File: config.mk
export PLATFORM = sky130hd
export DESIGN_NAME = instr_encoder_flat
export DESIGN_NICKNAME = d
export VERILOG_FILES = /design/src/rtl/instr_encoder_if.sv /design/src/rtl/instr_encoder.sv /design/src/flat_wrapper.sv
export SDC_FILE = /design/constraint.sdc
export NUM_CORES = 1
export LEC_CHECK = 0
export ABC_AREA = 0
export CAP_MARGIN = 30
export CORE_AREA = 2 2 89 91
export CTS_BUF_LIST = sky130_fd_sc_hd__clkbuf_4 sky130_fd_sc_hd__clkbuf_8 sky130_fd_sc_hd__clkbuf_16
export DETAILED_ROUTE_END_ITERATION = 10
export DIE_AREA = 0 0 91 93
export GPL_TIMING_DRIVEN = 1
export PLACE_DENSITY_LB_ADDON = 0.1
export SLEW_MARGIN = 25
export SYNTH_ARGS = -nofsm -noshare
export SYNTH_HDL_FRONTEND = slang
export SYNTH_SLANG_ARGS = --single-unit
File: constraint.sdc
create_clock -name clk -period 1.65 [get_ports clk]
set_input_delay 0.33 -clock clk [delete_from_list [all_inputs] [get_ports clk]]
set_output_delay 0.33 -clock clk [all_outputs]
set_load 0.02 [all_outputs]
File: src/rtl/instr_encoder_if.sv
// ============================================================================
// Module      : instr_encoder_if
// Description : Request, instruction-memory write and status signals of the
//               RV32I instruction encoder.
// Revision    : 1.0 - initial release
// ============================================================================
`default_nettype none

interface instr_encoder_if;
    logic        clear;
    logic        req_valid;
    logic        req_ready;
    logic [1:0]  req_kind;
    logic [4:0]  rd;
    logic [4:0]  rs1;
    logic [4:0]  rs2;
    logic [2:0]  funct3;
    logic        funct7b5;
    logic [12:0] imm;
    logic        wr_en;
    logic        wr_ready;
    logic [31:0] wr_addr;
    logic [31:0] wr_data;
    logic [15:0] count;
    logic        err;

    modport master (
        output clear, req_valid, req_kind, rd, rs1, rs2, funct3, funct7b5, imm, wr_ready,
        input  req_ready, wr_en, wr_addr, wr_data, count, err
    );

    modport slave (
        input  clear, req_valid, req_kind, rd, rs1, rs2, funct3, funct7b5, imm, wr_ready,
        output req_ready, wr_en, wr_addr, wr_data, count, err
    );
endinterface

`default_nettype wire

File: src/rtl/instr_encoder.sv
// ============================================================================
// Module      : instr_encoder
// Description : Encodes load/store/R-type/branch requests into RV32I words and
//               streams them to instruction memory at consecutive addresses.
// Revision    : 1.0 - initial release
// ============================================================================
`default_nettype none

module instr_encoder #(
    parameter logic [31:0] BASE_ADDR = 32'h0000_0000,
    parameter int          AW        = 12
) (
    input  wire logic       clk,
    input  wire logic       rst,
    instr_encoder_if.slave  bus
);

    localparam logic [6:0] c_OP_LOAD   = 7'b0000011;
    localparam logic [6:0] c_OP_STORE  = 7'b0100011;
    localparam logic [6:0] c_OP_RTYPE  = 7'b0110011;
    localparam logic [6:0] c_OP_BRANCH = 7'b1100011;

    typedef enum logic [0:0] {
        S_IDLE = 1'b0,
        S_HOLD = 1'b1
    } state_t;

    state_t      r_state;
    state_t      w_state_nxt;
    logic [31:0] r_addr;
    logic [31:0] r_data;
    logic [15:0] r_count;
    logic        r_err;
    logic [31:0] w_addr_adv;
    logic [31:0] w_word;
    logic        w_wr_en;
    logic        w_req_ready;
    logic        w_accept;
    logic        w_handshake;
    logic        w_misaligned;
    logic        w_emit;

    // Only the low AW address bits advance; the rest stay pinned to the base.
    generate
        if (AW >= 32) begin : g_addr_full
            assign w_addr_adv = r_addr + 32'd4;
        end else begin : g_addr_wrap
            logic [AW-1:0] w_low_adv;
            assign w_low_adv  = r_addr[AW-1:0] + AW'(4);
            assign w_addr_adv = {r_addr[31:AW], w_low_adv};
        end
    endgenerate

    always_comb begin
        w_word = 32'd0;
        case (bus.req_kind)
            2'b00: w_word = {bus.imm[11:0], bus.rs1, bus.funct3, bus.rd, c_OP_LOAD};
            2'b01: w_word = {bus.imm[11:5], bus.rs2, bus.rs1, bus.funct3, bus.imm[4:0], c_OP_STORE};
            2'b10: w_word = {1'b0, bus.funct7b5, 5'b00000, bus.rs2, bus.rs1, bus.funct3, bus.rd, c_OP_RTYPE};
            default: w_word = {bus.imm[12], bus.imm[10:5], bus.rs2, bus.rs1, bus.funct3,
                               bus.imm[4:1], bus.imm[11], c_OP_BRANCH};
        endcase
    end

    always_ff @(posedge clk or posedge rst) begin
        if (rst) begin
            r_state <= S_IDLE;
        end else begin
            r_state <= w_state_nxt;
        end
    end

    always_comb begin
        w_state_nxt  = r_state;
        w_wr_en      = (r_state == S_HOLD);
        // rst is folded in so the handshake is closed while reset is held.
        w_req_ready  = !rst && !bus.clear && (!w_wr_en || bus.wr_ready);
        w_accept     = bus.req_valid && w_req_ready;
        w_handshake  = w_wr_en && bus.wr_ready && !bus.clear;
        w_misaligned = (bus.req_kind == 2'b11) && bus.imm[0];
        w_emit       = w_accept && !w_misaligned;
        if (bus.clear) begin
            w_state_nxt = S_IDLE;
        end else if (w_emit) begin
            w_state_nxt = S_HOLD;
        end else if (w_handshake) begin
            w_state_nxt = S_IDLE;
        end
    end

    always_ff @(posedge clk or posedge rst) begin
        if (rst) begin
            r_addr  <= BASE_ADDR;
            r_data  <= 32'd0;
            r_count <= 16'd0;
            r_err   <= 1'b0;
        end else if (bus.clear) begin
            r_addr  <= BASE_ADDR;
            r_count <= 16'd0;
            r_err   <= 1'b0;
        end else begin
            // A word accepted alongside a handshake lands at the advanced address.
            if (w_handshake) begin
                r_addr  <= w_addr_adv;
                r_count <= r_count + 16'd1;
            end
            if (w_emit) begin
                r_data <= w_word;
            end
            if (w_accept && w_misaligned) begin
                r_err <= 1'b1;
            end
        end
    end

    assign bus.req_ready = w_req_ready;
    assign bus.wr_en     = w_wr_en;
    assign bus.wr_addr   = r_addr;
    assign bus.wr_data   = r_data;
    assign bus.count     = r_count;
    assign bus.err       = r_err;

endmodule

`default_nettype wire

File: src/flat_wrapper.sv
// flat-port wrapper written by rule: the top's interface ports become plain ports
module instr_encoder_flat 
#(
    parameter logic [31:0] BASE_ADDR = 32'h0000_0000,
    parameter int          AW        = 12
)
  (clk, rst, bus_clear, bus_req_valid, bus_req_kind, bus_rd, bus_rs1, bus_rs2, bus_funct3, bus_funct7b5, bus_imm, bus_wr_ready, bus_req_ready, bus_wr_en, bus_wr_addr, bus_wr_data, bus_count, bus_err);
  instr_encoder_if bus_i ();
  input  wire logic clk;
  input  wire logic rst;
  input wire logic [$bits(bus_i.clear)-1:0] bus_clear;
  input wire logic [$bits(bus_i.req_valid)-1:0] bus_req_valid;
  input wire logic [$bits(bus_i.req_kind)-1:0] bus_req_kind;
  input wire logic [$bits(bus_i.rd)-1:0] bus_rd;
  input wire logic [$bits(bus_i.rs1)-1:0] bus_rs1;
  input wire logic [$bits(bus_i.rs2)-1:0] bus_rs2;
  input wire logic [$bits(bus_i.funct3)-1:0] bus_funct3;
  input wire logic [$bits(bus_i.funct7b5)-1:0] bus_funct7b5;
  input wire logic [$bits(bus_i.imm)-1:0] bus_imm;
  input wire logic [$bits(bus_i.wr_ready)-1:0] bus_wr_ready;
  output wire logic [$bits(bus_i.req_ready)-1:0] bus_req_ready;
  output wire logic [$bits(bus_i.wr_en)-1:0] bus_wr_en;
  output wire logic [$bits(bus_i.wr_addr)-1:0] bus_wr_addr;
  output wire logic [$bits(bus_i.wr_data)-1:0] bus_wr_data;
  output wire logic [$bits(bus_i.count)-1:0] bus_count;
  output wire logic [$bits(bus_i.err)-1:0] bus_err;
  assign bus_i.clear = bus_clear;
  assign bus_i.req_valid = bus_req_valid;
  assign bus_i.req_kind = bus_req_kind;
  assign bus_i.rd = bus_rd;
  assign bus_i.rs1 = bus_rs1;
  assign bus_i.rs2 = bus_rs2;
  assign bus_i.funct3 = bus_funct3;
  assign bus_i.funct7b5 = bus_funct7b5;
  assign bus_i.imm = bus_imm;
  assign bus_i.wr_ready = bus_wr_ready;
  assign bus_req_ready = bus_i.req_ready;
  assign bus_wr_en = bus_i.wr_en;
  assign bus_wr_addr = bus_i.wr_addr;
  assign bus_wr_data = bus_i.wr_data;
  assign bus_count = bus_i.count;
  assign bus_err = bus_i.err;
  instr_encoder #(.BASE_ADDR(BASE_ADDR), .AW(AW)) u_core (.clk(clk), .rst(rst), .bus(bus_i));
endmodule
Word level (Yosys, flattened, before mapping)
Index checks and enable logic that the tools add are counted.

Register bits after elaboration: 82. Output and inout port bits: 83.

Add/sub/neg operators: 2. Eq/ne operators: 3. Mux-type cells: 10. Bitwise logic cells: 1. Reduce and logical (&&, ||, !) cells: 18.

Operator list (number): one-hot mux 32 bit (3 select lines) (1); 2-to-1 mux 16 bit (2); 2-to-1 mux 32 bit (1); adder 16 x 1 -> 16 bit, second input constant (1); adder 12 x 3 -> 12 bit, second input constant (1); 2-to-1 mux 12 bit (1); logical AND 1 bit (8); 2-to-1 mux 1 bit (5); == test 2 bit, second input constant (2); zero test 1 bit (4); nonzero test 2 bit (2); nonzero test 3 bit (1); == test 2 x 1 -> 1 bit, second input constant (1); zero test 2 bit (1); AND reduction 2 bit (1); logical OR 1 bit (1); NOT 1 bit (1).

Longest topological paths before layout
Gate-level depths: netlist of the first run.

Depth after elaboration: 7. Mapped depth: 7. Gate-level depth less buffers: 5.

Worst setup path before layout of the first run
Ideal clock, no wire load.

Path type: register -> register. Start: register u_core.r_state, in the netlist u_core.bus.wr_en. End: register u_core.r_count[15], in the netlist u_core.bus.count[15]. Setup time: 0.078 ns. Data arrival time: 1.473 ns. Data required time: 1.572 ns. Setup slack: 0.099 ns. Cell stages (with the launch flop): 6. Buffers on the path: 1. Period minus slack after synthesis: 1.551 ns. Path through: dfrtp_1 -> and4_1 -> buf_6 -> nand2_4 -> or4b_1 -> a21oi_1.

Cells in the longest elaborated chain, start to end: 3.

Ends and longest elaborated chain: start: declaration (line instr_encoder.sv:28) `state_t r_state;`; start signal: assignment (line instr_encoder.sv:69) `r_state <= w_state_nxt;`; logical AND 1 bit (2 in a row) (line instr_encoder.sv:79) `w_handshake = w_wr_en && bus.wr_ready && !bus.clear;`; nonzero test 2 bit (no line); end signal: assignment (line instr_encoder.sv:105) `r_count <= r_count + 16'd1;`; end: declaration (line instr_encoder.sv:32) `logic [15:0] r_count;`.

Every way passes these cells. A chain may end at the register's enable or synchronous reset.

Worst setup path in the final report of the first run
Start: register u_core.r_data[17], in the netlist u_core.bus.wr_data[17]. End: output bus_wr_data[17].

RTL lines: start: declaration (line instr_encoder.sv:31) `logic [31:0] r_data;`; start signal: assignment (line instr_encoder.sv:108) `r_data <= w_word;`; end: declaration (line flat_wrapper.sv:24) `output wire logic [$bits(bus_i.wr_data)-1:0] bus_wr_data;`.

No word-level cell between the ends.

==> flow_summary_export.csv, run 1 <==
group,metric,value,unit
detailed_routing,post-route-drc-count,0,
global_routing,grt_pass1_vias,2245,
worst_setup_path,cp_slowest_cell,"clkdlybuf4s50_1",
worst_setup_path,rrSetupSlack,0.11,ns
placement,gp_congestion,0.767,
floorplanning,row_count,32,
synth,synth_edf_count,0,
synth,synth_top_area_cell,"dfrtp_1",
sta,skew,0.00757,ns
synth,syn_inst,279,
layout,diodes,0,
cts,clock_latency,0.33,ns
outcome,status,"complete, no violations",
layout,final_util,55.0,%
worst_setup_path,startpoint,"u_core.bus.wr_data[17]$_DFFE_PP0P_",
power_and_ir_drop,p_int,2700,uW
detailed_routing,firstDrtPassIters,4,
sta,setup_ws,0.0460,ns
placement,placed_area,0.00394,mm2
synth,synthTopCellsByArea,"dfrtp_1 51%, buf_4 7.0%, nand2_1 4.7%, xor2_1 4.1%, nor2_1 3.5%",
layout,area_growth_syn_to_layout,48.2,%
floorplanning,core-area,0.00753,mm2
synth,ys_seq_area_share,51.1,%
layout,final_area,0.00414,mm2
sta,tns,0,ns
detailed_routing,postRouteAntennaNets,0,
power_and_ir_drop,switching_power,1040,uW
power_and_ir_drop,power_leakage,0.00218,uW
worst_setup_path,ff2ff_path_depth,4,
cts,clock_sinks,57,
synth,syn_avg_cell_area,10.0,um2
layout,layout.nets,438,
power_and_ir_drop,clockPowerShare,35.4,%
worst_setup_path,regToRegEndpoint,"u_core.bus.count[15]$_DFFE_PP0P_",
detailed_routing,drtIter0Drc,77,
global_routing,met2_usage,24.9,%
worst_setup_path,required,1.32,ns
worst_setup_path,crit_family,"buffers and inverters",
floorplanning,io_pins,122,
global_routing,antenna_found_initial,0,
sta,rsz0062_at_grt,"false",
detailed_routing,wl_per_cell,13.0,um
floorplanning,die_width,91,um
sta,final-setup-viol-count,0,
synth,ys_seq_elements,57,
synth,yosysMostFrequentCell,"dfrtp_1",
worst_setup_path,worst_ep_arrival_time,1.27,ns
worst_setup_path,endpoint_kind,"output pin",
synth,synth_ff_type,"dfrtp_1",
detailed_routing,vias,2314,
power_and_ir_drop,powerDensity,903,mW/mm2
worst_setup_path,cp_max_fo,2,
run,drv_cap,0,
cts,cts_tree,"done",
global_routing,grt_max_degree,58,
sta,min_period,1.60,ns
synth,yosys_warnings,0,
sta,slew_violations,0,
global_routing,grt_usage,15.9,%
placement,place_ws,-0.533,ns
cts,clock-root-buffer,"clkbuf_8",
worst_setup_path,crit_buf_inv,1,
synth,syn-cell-area,0.00279,mm2
power_and_ir_drop,switching_share,27.8,%
worst_setup_path,critPathKind,"reg -> out",
worst_setup_path,rr_startpoint,"u_core.bus.count[2]$_DFFE_PP0P_",
worst_setup_path,start_kind,"register",
cts,cts_max_path_buffers,2,
cts,htree_levels,3,
floorplanning,die_h,93,um
synth,synthArstFlopShare,100,%
sta,max_freq,0.623,GHz
detailed_routing,wirelength,6520,um
power_and_ir_drop,peakVddDrop,467,uV
floorplanning,start_util,37.1,%
floorplanning,die_area,0.00846,mm2
detailed_routing,via_per_inst,4.60,
power_and_ir_drop,total_power,3730,uW
sta,finalCritPeriodShare,97.2,%
cts,path_clk_slew,0.07,ns
sta,hold_viol,0,
synth,synth_cell_types,39,
synth,yosys-top-cells-count,"57 x dfrtp_1, 35 x nand2_1, 26 x buf_4, 26 x nor2_1, 19 x o21ai_0",
power_and_ir_drop,p_comb_share,21.8,%
global_routing,overflow,0,
power_and_ir_drop,pwr-share-seq,42.8,%
placement,io_buffers,97,
global_routing,met3_usage,6.45,%
global_routing,grt_pass1_wl,10500,um
hold_path,hp-class,"in -> async",
synth,synth_top_area_share,51.1,%
placement,dpl.hpwl,4650,um
layout,drive_above_1_share,14.0,%
cts,cts_buffers,9,
global_routing,grt_use_met1,19.3,%
global_routing,top_usage_layer,"met2",
worst_setup_path,max_stage_delay,0.60,ns
worst_setup_path,crit_chain,"clkdlybuf4s50_1",
## final cells by class
type / instances / area (um2)
multi-input combinational: 203 / 1190
timing repair buffer: 122 / 1170
clock inverter: 3 / 40.0
tap: 102 / 128
clock buffer: 12 / 159
inverter: 4 / 18.8
sequential: 57 / 1430
fill: 734 / 3390
## layout by cell type (no fill, tap or decap), types with 2 or more instances in the layout
| cell type | n |
|---|---|
| a211oi_1 | 2 |
| a21oi_1 | 10 |
| a31oi_1 | 2 |
| and3_1 | 4 |
| and4_1 | 2 |
| buf_12 | 2 |
| buf_4 | 23 |
| clkbuf_8 | 11 |
| clkdlybuf4s50_1 | 42 |
| clkinv_2 | 2 |
| conb_1 | 24 |
| dfrtp_1 | 57 |
| dlygate4sd2_1 | 37 |
| dlymetal6s2s_1 | 17 |
| ha_1 | 2 |
| inv_1 | 3 |
| mux2_2 | 8 |
| mux2i_1 | 9 |
| nand2_1 | 35 |
| nand2b_1 | 4 |
| nand3_1 | 6 |
| nand4_1 | 11 |
| nor2_1 | 25 |
| nor2b_1 | 2 |
| nor3_1 | 2 |
| o21ai_0 | 16 |
| o21ai_1 | 3 |
| o31ai_1 | 2 |
| or4_1 | 2 |
| xnor2_1 | 7 |
| xor2_1 | 13 |
## metal layers
layer	vias up	wire length (um)
li1	1138	-
met1	1093	2840
met2	75	3020
met3	8	574
met4	0	84
met5	-	0
## what timing repair did
action	CTS	global route
gates resized for setup	42	21
pin swaps	0	2
buffers inserted	0	1
endpoints found under the setup margin	39	22
hold buffers	0	0
## logic make-up (layout without fill, tap and decap cells)
group	after synthesis	in the layout	share of synthesized area, %
buffers and inverters	42	141	9.54
other	1	24	0.134
adder cells (fa/ha/maj)	2	2	0.896
flip-flops	57	57	51.1
XOR/XNOR	20	20	6.27
multiplexers	17	17	6.45
AND/OR/NAND/NOR	102	102	18.0
AO/OA/AOI/OAI	38	38	7.66
## worst max path at each step
stage,end,depth (start not counted)
floorplan,u_core.bus.count[15]$_DFFE_PP0P_,5
global placement,bus_req_ready,4
detailed placement,bus_req_ready,4
CTS,bus_req_ready,4
global route,bus_wr_data[27],1
finish,bus_wr_data[17],1
## through the flow
step / hold WS [ns] / cells
after detailed placement: 0.469 / 487
after CTS: 0.475 / 502
final: 0.139 / 503
after floorplan: 0.417 / 302
after global placement: 0.459 / 487
after global routing: 0.178 / 503
## tightest hold or removal path: stages
cell and delay (ns):
dlymetal6s2s_1 0.16, clkinvlp_4 0.10, buf_12 0.28
## power by group through the flow
stage                     Clock (uW)  Combinational [uW]  Sequential [uW]
after CTS                       1360                 841             1600
after floorplan                    0                 277             1790
after global placement             0                 860             1630
final                           1320                 814             1600
after detailed placement           0                 868             1630
after global routing            1430                 883             1620
## state kept, by name, indices dropped and copies added (netlist names)
| name | cells |
|---|---|
| u_core.bus.count | 16 |
| u_core.bus.err | 1 |
| u_core.bus.wr_data | 29 |
| u_core.bus.wr_addr | 10 |
| u_core.bus.wr_en | 1 |
(Power assumes the default switching activity.)
==> run 2, diff against run 1 <==
- ABC_AREA: 0 -> 1
- CORE_AREA: 2 2 89 91 -> 2 2 90 92
- DIE_AREA: 0 0 91 93 -> 0 0 92 94
==> flow_summary_export.csv, run 2 <==
group,metric,value,unit
detailed_routing,postRouteAntennaNets,0,
placement,place_ws,-0.367,ns
layout,final_util,55.9,%
cts,cts_max_path_buffers,2,
synth,syn_inst,371,
sta,min_period,1.57,ns
synth,synth_edf_count,0,
worst_setup_path,cp_max_fo,2,
synth,ys_seq_area_share,48.8,%
global_routing,grt_pass1_vias,2589,
worst_setup_path,start_kind,"input pin",
sta,rsz0062_at_grt,"false",
cts,htree_levels,3,
placement,gp_congestion,0.834,
worst_setup_path,critPathKind,"in -> out",
synth,syn_avg_cell_area,7.88,um2
synth,synthTopCellsByArea,"dfrtp_1 49%, nand2_1 17%, buf_4 6.4%, nor2_1 4.4%, o21ai_0 4.1%",
cts,clock_latency,0.33,ns
sta,setup_ws,0.0806,ns
sta,max_freq,0.637,GHz
worst_setup_path,worst_ep_arrival_time,1.24,ns
cts,cts_tree,"done",
layout,fillers,755,
run,drv_cap,0,
synth,synth_top_area_share,48.8,%
floorplanning,io_pins,122,
detailed_routing,wl_per_cell,11.6,um
detailed_routing,drtIter0Drc,85,
detailed_routing,post-route-drc-count,0,
global_routing,grt_max_degree,58,
layout,area_growth_syn_to_layout,45.5,%
cts,clock-root-buffer,"clkbuf_8",
detailed_routing,firstDrtPassIters,4,
power_and_ir_drop,power_leakage,0.00237,uW
synth,ys_seq_elements,57,
layout,largest_reg_flops,29,
sta,slew_violations,0,
global_routing,grt_usage,17.7,%
placement,io_buffers,97,
layout,layout.nets,536,
sta,tns,0,ns
floorplanning,die_width,92,um
floorplanning,start_util,38.4,%
layout,seq_area,0.00143,mm2
detailed_routing,vias,2669,
outcome,status,"complete, no violations",
layout,drive_above_1_share,11.6,%
synth,synth_top_area_cell,"dfrtp_1",
cts,cts_buffers,9,
sta,finalCritPeriodShare,95.1,%
detailed_routing,wirelength,6990,um
sta,final-setup-viol-count,0,
floorplanning,core-area,0.00761,mm2
power_and_ir_drop,powerDensity,906,mW/mm2
hold_path,hp-class,"reg -> reg",
floorplanning,die_area,0.00865,mm2
layout,final_common_cell,"nand2_1",
global_routing,antenna_found_initial,0,
power_and_ir_drop,peakVddDrop,554,uV
floorplanning,die_h,94,um
worst_setup_path,required,1.32,ns
synth,syn-cell-area,0.00292,mm2
global_routing,grt_pass1_wl,12000,um
sta,hold_viol,0,
synth,yosys_warnings,0,
synth,yosysMostFrequentCell,"nand2_1",
worst_setup_path,endpoint_kind,"output pin",
synth,yosys-top-cells-count,"134 x nand2_1, 57 x dfrtp_1, 34 x nor2_1",
synth,synth_cell_types,30,
sta,skew,0.00797,ns
layout,diodes,0,
placement,dpl.hpwl,5180,um
synth,synthArstFlopShare,100,%
detailed_routing,via_per_inst,4.43,
global_routing,overflow,0,
layout,layout_common_cells,"134 x nand2_1, 57 x dfrtp_1, 46 x dlygate4sd2_1, 38 x clkdlybuf4s50_1, 34 x nor2_1",
floorplanning,row_count,32,
layout,multiInputGateArea,0.00121,mm2
synth,synth_ff_type,"dfrtp_1",
cts,path_clk_slew,0.07,ns
cts,clock_sinks,57,
==> run 2: cell types whose count changed after synthesis, sizes merged, moves of 5 or more <==
cell / delta
nand4: -7
nor2: +11
o21ai: +5
xnor2: -7
inv: +27
mux2i: -8
nand2: +100
nand3: +6
xor2: -13
==> run 2: through the flow <==
step	power [uW]	area [um2]	cells	hold WS [ns]
after floorplan	2110	3010	394	0.393
after global placement	2540	4070	586	0.462
after detailed placement	2550	4070	586	0.468
after CTS	3920	4230	602	0.486
after global routing	4070	4260	602	0.503
final	3860	4260	602	0.477
==> run 2: path summary, 6_finish.rpt <==
path	slack, ns	endpoint	startpoint	depth (start not counted)
hold / removal	0.48	u_core.bus.wr_data[12]$_DFFE_PP0P_	u_core.bus.wr_data[12]$_DFFE_PP0P_	2
setup reg to reg	0.25	u_core.bus.count[13]$_DFFE_PP0P_	u_core.bus.count[3]$_DFFE_PP0P_	7
max in group asynchronous	0.84	u_core.bus.count[8]$_DFFE_PP0P_	rst	4
hold reg to reg	0.48	u_core.bus.wr_data[12]$_DFFE_PP0P_	u_core.bus.wr_data[12]$_DFFE_PP0P_	2
setup / recovery	0.08	bus_req_ready	bus_wr_ready	6
min in group asynchronous	0.55	u_core.bus.wr_addr[5]$_DFFE_PP0P_	rst	4
==> run 2: repair_timing <==
action,in CTS,in global routing
hold buffers,0,0
setup buffers,0,0
resized for setup,50,12
endpoints found under the setup margin,47,12
==> run 2: report_power, final <==
part           leakage, uW  internal [uW]  switching, uW
clock network     0.000109            858            558
registers         0.000752           1540           86.4
logic              0.00151            352            465
total              0.00237           2750           1110
==> run 2: layout make-up <==
type,instances,area share (%)
clock buffer,10,3.09
sequential,57,33.5
tap,102,3.00
timing repair buffer,124,27.1
multi-input combinational,272,28.5
inverter,31,2.82
clock inverter,6,1.94
==> run 2: per-layer routing <==
metal	global-route usage (%)	wire length [um]	vias to the layer above
li1	-	-	1370
met4	5.22	68	0
met3	7.14	600	7
met5	0	0	-
met2	26.1	3140	90
met1	23.9	3180	1202
==> run 2: cell families after synthesis <==
| logic type | synth area share [%] |
|---|---|
| AOI/OAI and AO/OA | 8.22 |
| other | 0.128 |
| muxes | 1.88 |
| adders and majority gates | 0.856 |
| DFF | 48.8 |
| buffers and inverters | 12.7 |
| and+or+nand+nor | 27.5 |
==> run 2: worst max-delay path, stage by stage <==
cell             delay [ns]
clkdlybuf4s50_1        0.50
inv_2                  0.04
nand2_2                0.05
nand2_1                0.06
nor2_2                 0.09
buf_2                  0.17
==> run 3, diff against run 2 <==
- CTS_BUF_LIST: sky130_fd_sc_hd__clkbuf_4 sky130_fd_sc_hd__clkbuf_8 sky130_fd_sc_hd__clkbuf_16 -> default
==> flow_summary_export.csv, run 3 (same netlist as run 2, synthesis figures left out) <==
group,metric,value,unit
power_and_ir_drop,clockPowerShare,36.5,%
power_and_ir_drop,powerDensity,903,mW/mm2
power_and_ir_drop,switching_power,1110,uW
worst_setup_path,start_kind,"input pin",
cts,cts_max_path_buffers,2,
layout,final_util,55.9,%
cts,clock_sinks,57,
worst_setup_path,required,1.32,ns
worst_setup_path,max_stage_delay,0.50,ns
detailed_routing,drtIter0Drc,86,
sta,finalCritPeriodShare,95.1,%
layout,drive_above_1_share,11.4,%
worst_setup_path,crit_family,"buffers and inverters",
global_routing,grt_usage,17.7,%
floorplanning,die_h,94,um
placement,gp_congestion,0.834,
cts,cts_tree,"done",
detailed_routing,wl_per_cell,11.6,um
placement,io_buffers,97,
cts,clock-root-buffer,"clkbuf_8",
global_routing,antenna_found_initial,0,
hold_path,hp-class,"reg -> reg",
worst_setup_path,endpoint_kind,"output pin",
floorplanning,io_pins,122,
cts,path_clk_slew,0.07,ns
power_and_ir_drop,pwr-share-seq,42.2,%
worst_setup_path,worst_ep_arrival_time,1.24,ns
power_and_ir_drop,p_int,2730,uW
worst_setup_path,cp_slowest_cell,"clkdlybuf4s50_1",
layout,diodes,0,
placement,dpl.hpwl,5180,um
floorplanning,core-area,0.00761,mm2
power_and_ir_drop,switching_share,28.9,%
sta,tns,0,ns
floorplanning,die_area,0.00865,mm2
run,drv_cap,0,
worst_setup_path,critPathKind,"in -> out",
layout,largest_reg_flops,29,
power_and_ir_drop,total_power,3840,uW
sta,min_period,1.57,ns
sta,max_freq,0.637,GHz
power_and_ir_drop,peakVddDrop,516,uV
detailed_routing,postRouteAntennaNets,0,
global_routing,grt_pass1_vias,2588,
cts,cts_buffers,9,
cts,clock_latency,0.33,ns
detailed_routing,post-route-drc-count,0,
sta,hold_viol,0,
floorplanning,start_util,38.4,%
outcome,status,"complete, no violations",
global_routing,overflow,0,
cts,htree_levels,3,
layout,final_common_cell,"nand2_1",
floorplanning,die_width,92,um
detailed_routing,vias,2675,
layout,area_growth_syn_to_layout,45.4,%
detailed_routing,firstDrtPassIters,4,
sta,fin_hold_ws,0.477,ns
layout,layout.nets,536,
cts,cts_setup_buffers,0,
sta,slew_violations,0,
layout,layout_common_cells,"134 x nand2_1, 57 x dfrtp_1, 46 x dlygate4sd2_1, 38 x clkdlybuf4s50_1, 34 x nor2_1",
worst_setup_path,cp_max_fo,2,
power_and_ir_drop,p_comb_share,21.3,%
worst_setup_path,crit_buf_inv,3,
cts,postCtsHoldBufs,0,
detailed_routing,via_per_inst,4.44,
floorplanning,row_count,32,
sta,rsz0062_at_grt,"false",
sta,skew,0.00799,ns
sta,final-setup-viol-count,0,
detailed_routing,wirelength,7000,um
global_routing,grt_pass1_wl,12000,um
global_routing,grt_max_degree,58,
worst_setup_path,crit_chain,"clkdlybuf4s50_1 -> inv_2 -> nand2_2 -> nand2_1 -> nor2_2 -> buf_2",
power_and_ir_drop,power_leakage,0.00236,uW
run 3: cell count changes in the layout (fill, tap and decap cells not counted):
| cell | delta |
|---|---|
| clkbuf_1 | +1 |
| clkbuf_4 | -1 |
run 3: worst register-to-register path: cells and delay by family (launching register included):
kind / cells / cell delay [ns]
AND/OR/NAND/NOR: 7 / 0.89
flip-flops: 1 / 0.40
run 3: area by class of cell:
type	count	area [um2]
multi-input combinational	272	1210
clock buffer	10	128
tap	102	128
timing repair buffer	124	1150
fill	755	3360
sequential	57	1430
clock inverter	6	82.6
inverter	31	120
run 3: final timing paths:
check | end | slack [ns] | cells after the start | start
max | bus_req_ready | 0.08 | 6 | bus_wr_ready
min | u_core.bus.wr_data[12]$_DFFE_PP0P_ | 0.48 | 2 | u_core.bus.wr_data[12]$_DFFE_PP0P_
max reg2reg | u_core.bus.count[13]$_DFFE_PP0P_ | 0.25 | 7 | u_core.bus.count[3]$_DFFE_PP0P_
min reg2reg | u_core.bus.wr_data[12]$_DFFE_PP0P_ | 0.48 | 2 | u_core.bus.wr_data[12]$_DFFE_PP0P_
max in group asynchronous | u_core.bus.count[8]$_DFFE_PP0P_ | 0.84 | 4 | rst
min in group asynchronous | u_core.bus.wr_addr[5]$_DFFE_PP0P_ | 0.55 | 4 | rst
run 3: per-stage QoR:
step	area [um2]	worst slack (ns)	cells
CTS	4220	0.000511	602
floorplan	3010	0.0244	394
global route	4250	0.00968	602
finish	4250	0.0806	602
detailed placement	4070	-0.367	586
global placement	4070	-0.351	586
run 3: power groups by stage:
| stage | combinational [uW] | clock (uW) | sequential [uW] |
|---|---|---|---|
| global route | 900 | 1510 | 1640 |
| detailed placement | 903 | 0 | 1640 |
| CTS | 840 | 1440 | 1620 |
| floorplan | 302 | 0 | 1810 |
| finish | 817 | 1400 | 1620 |
| global placement | 898 | 0 | 1650 |
run 3: layer usage:
layer  global-route usage (%)  routed length, um  vias up  part of all wire (%)
li1                         -                  -     1370                     -
met1                     23.8               3180     1202                    45
met2                     26.1               3140       96                    45
met3                     7.14                614        7                   8.8
met4                     5.22                 68        0                  0.97
met5                        0                  0        -                     0
run 3: timing repair:
item / 4_1_cts / 5_1_grt
resized for setup: 50 / 12
hold endpoints to repair: 0 / 0
endpoints found under the setup margin: 47 / 12
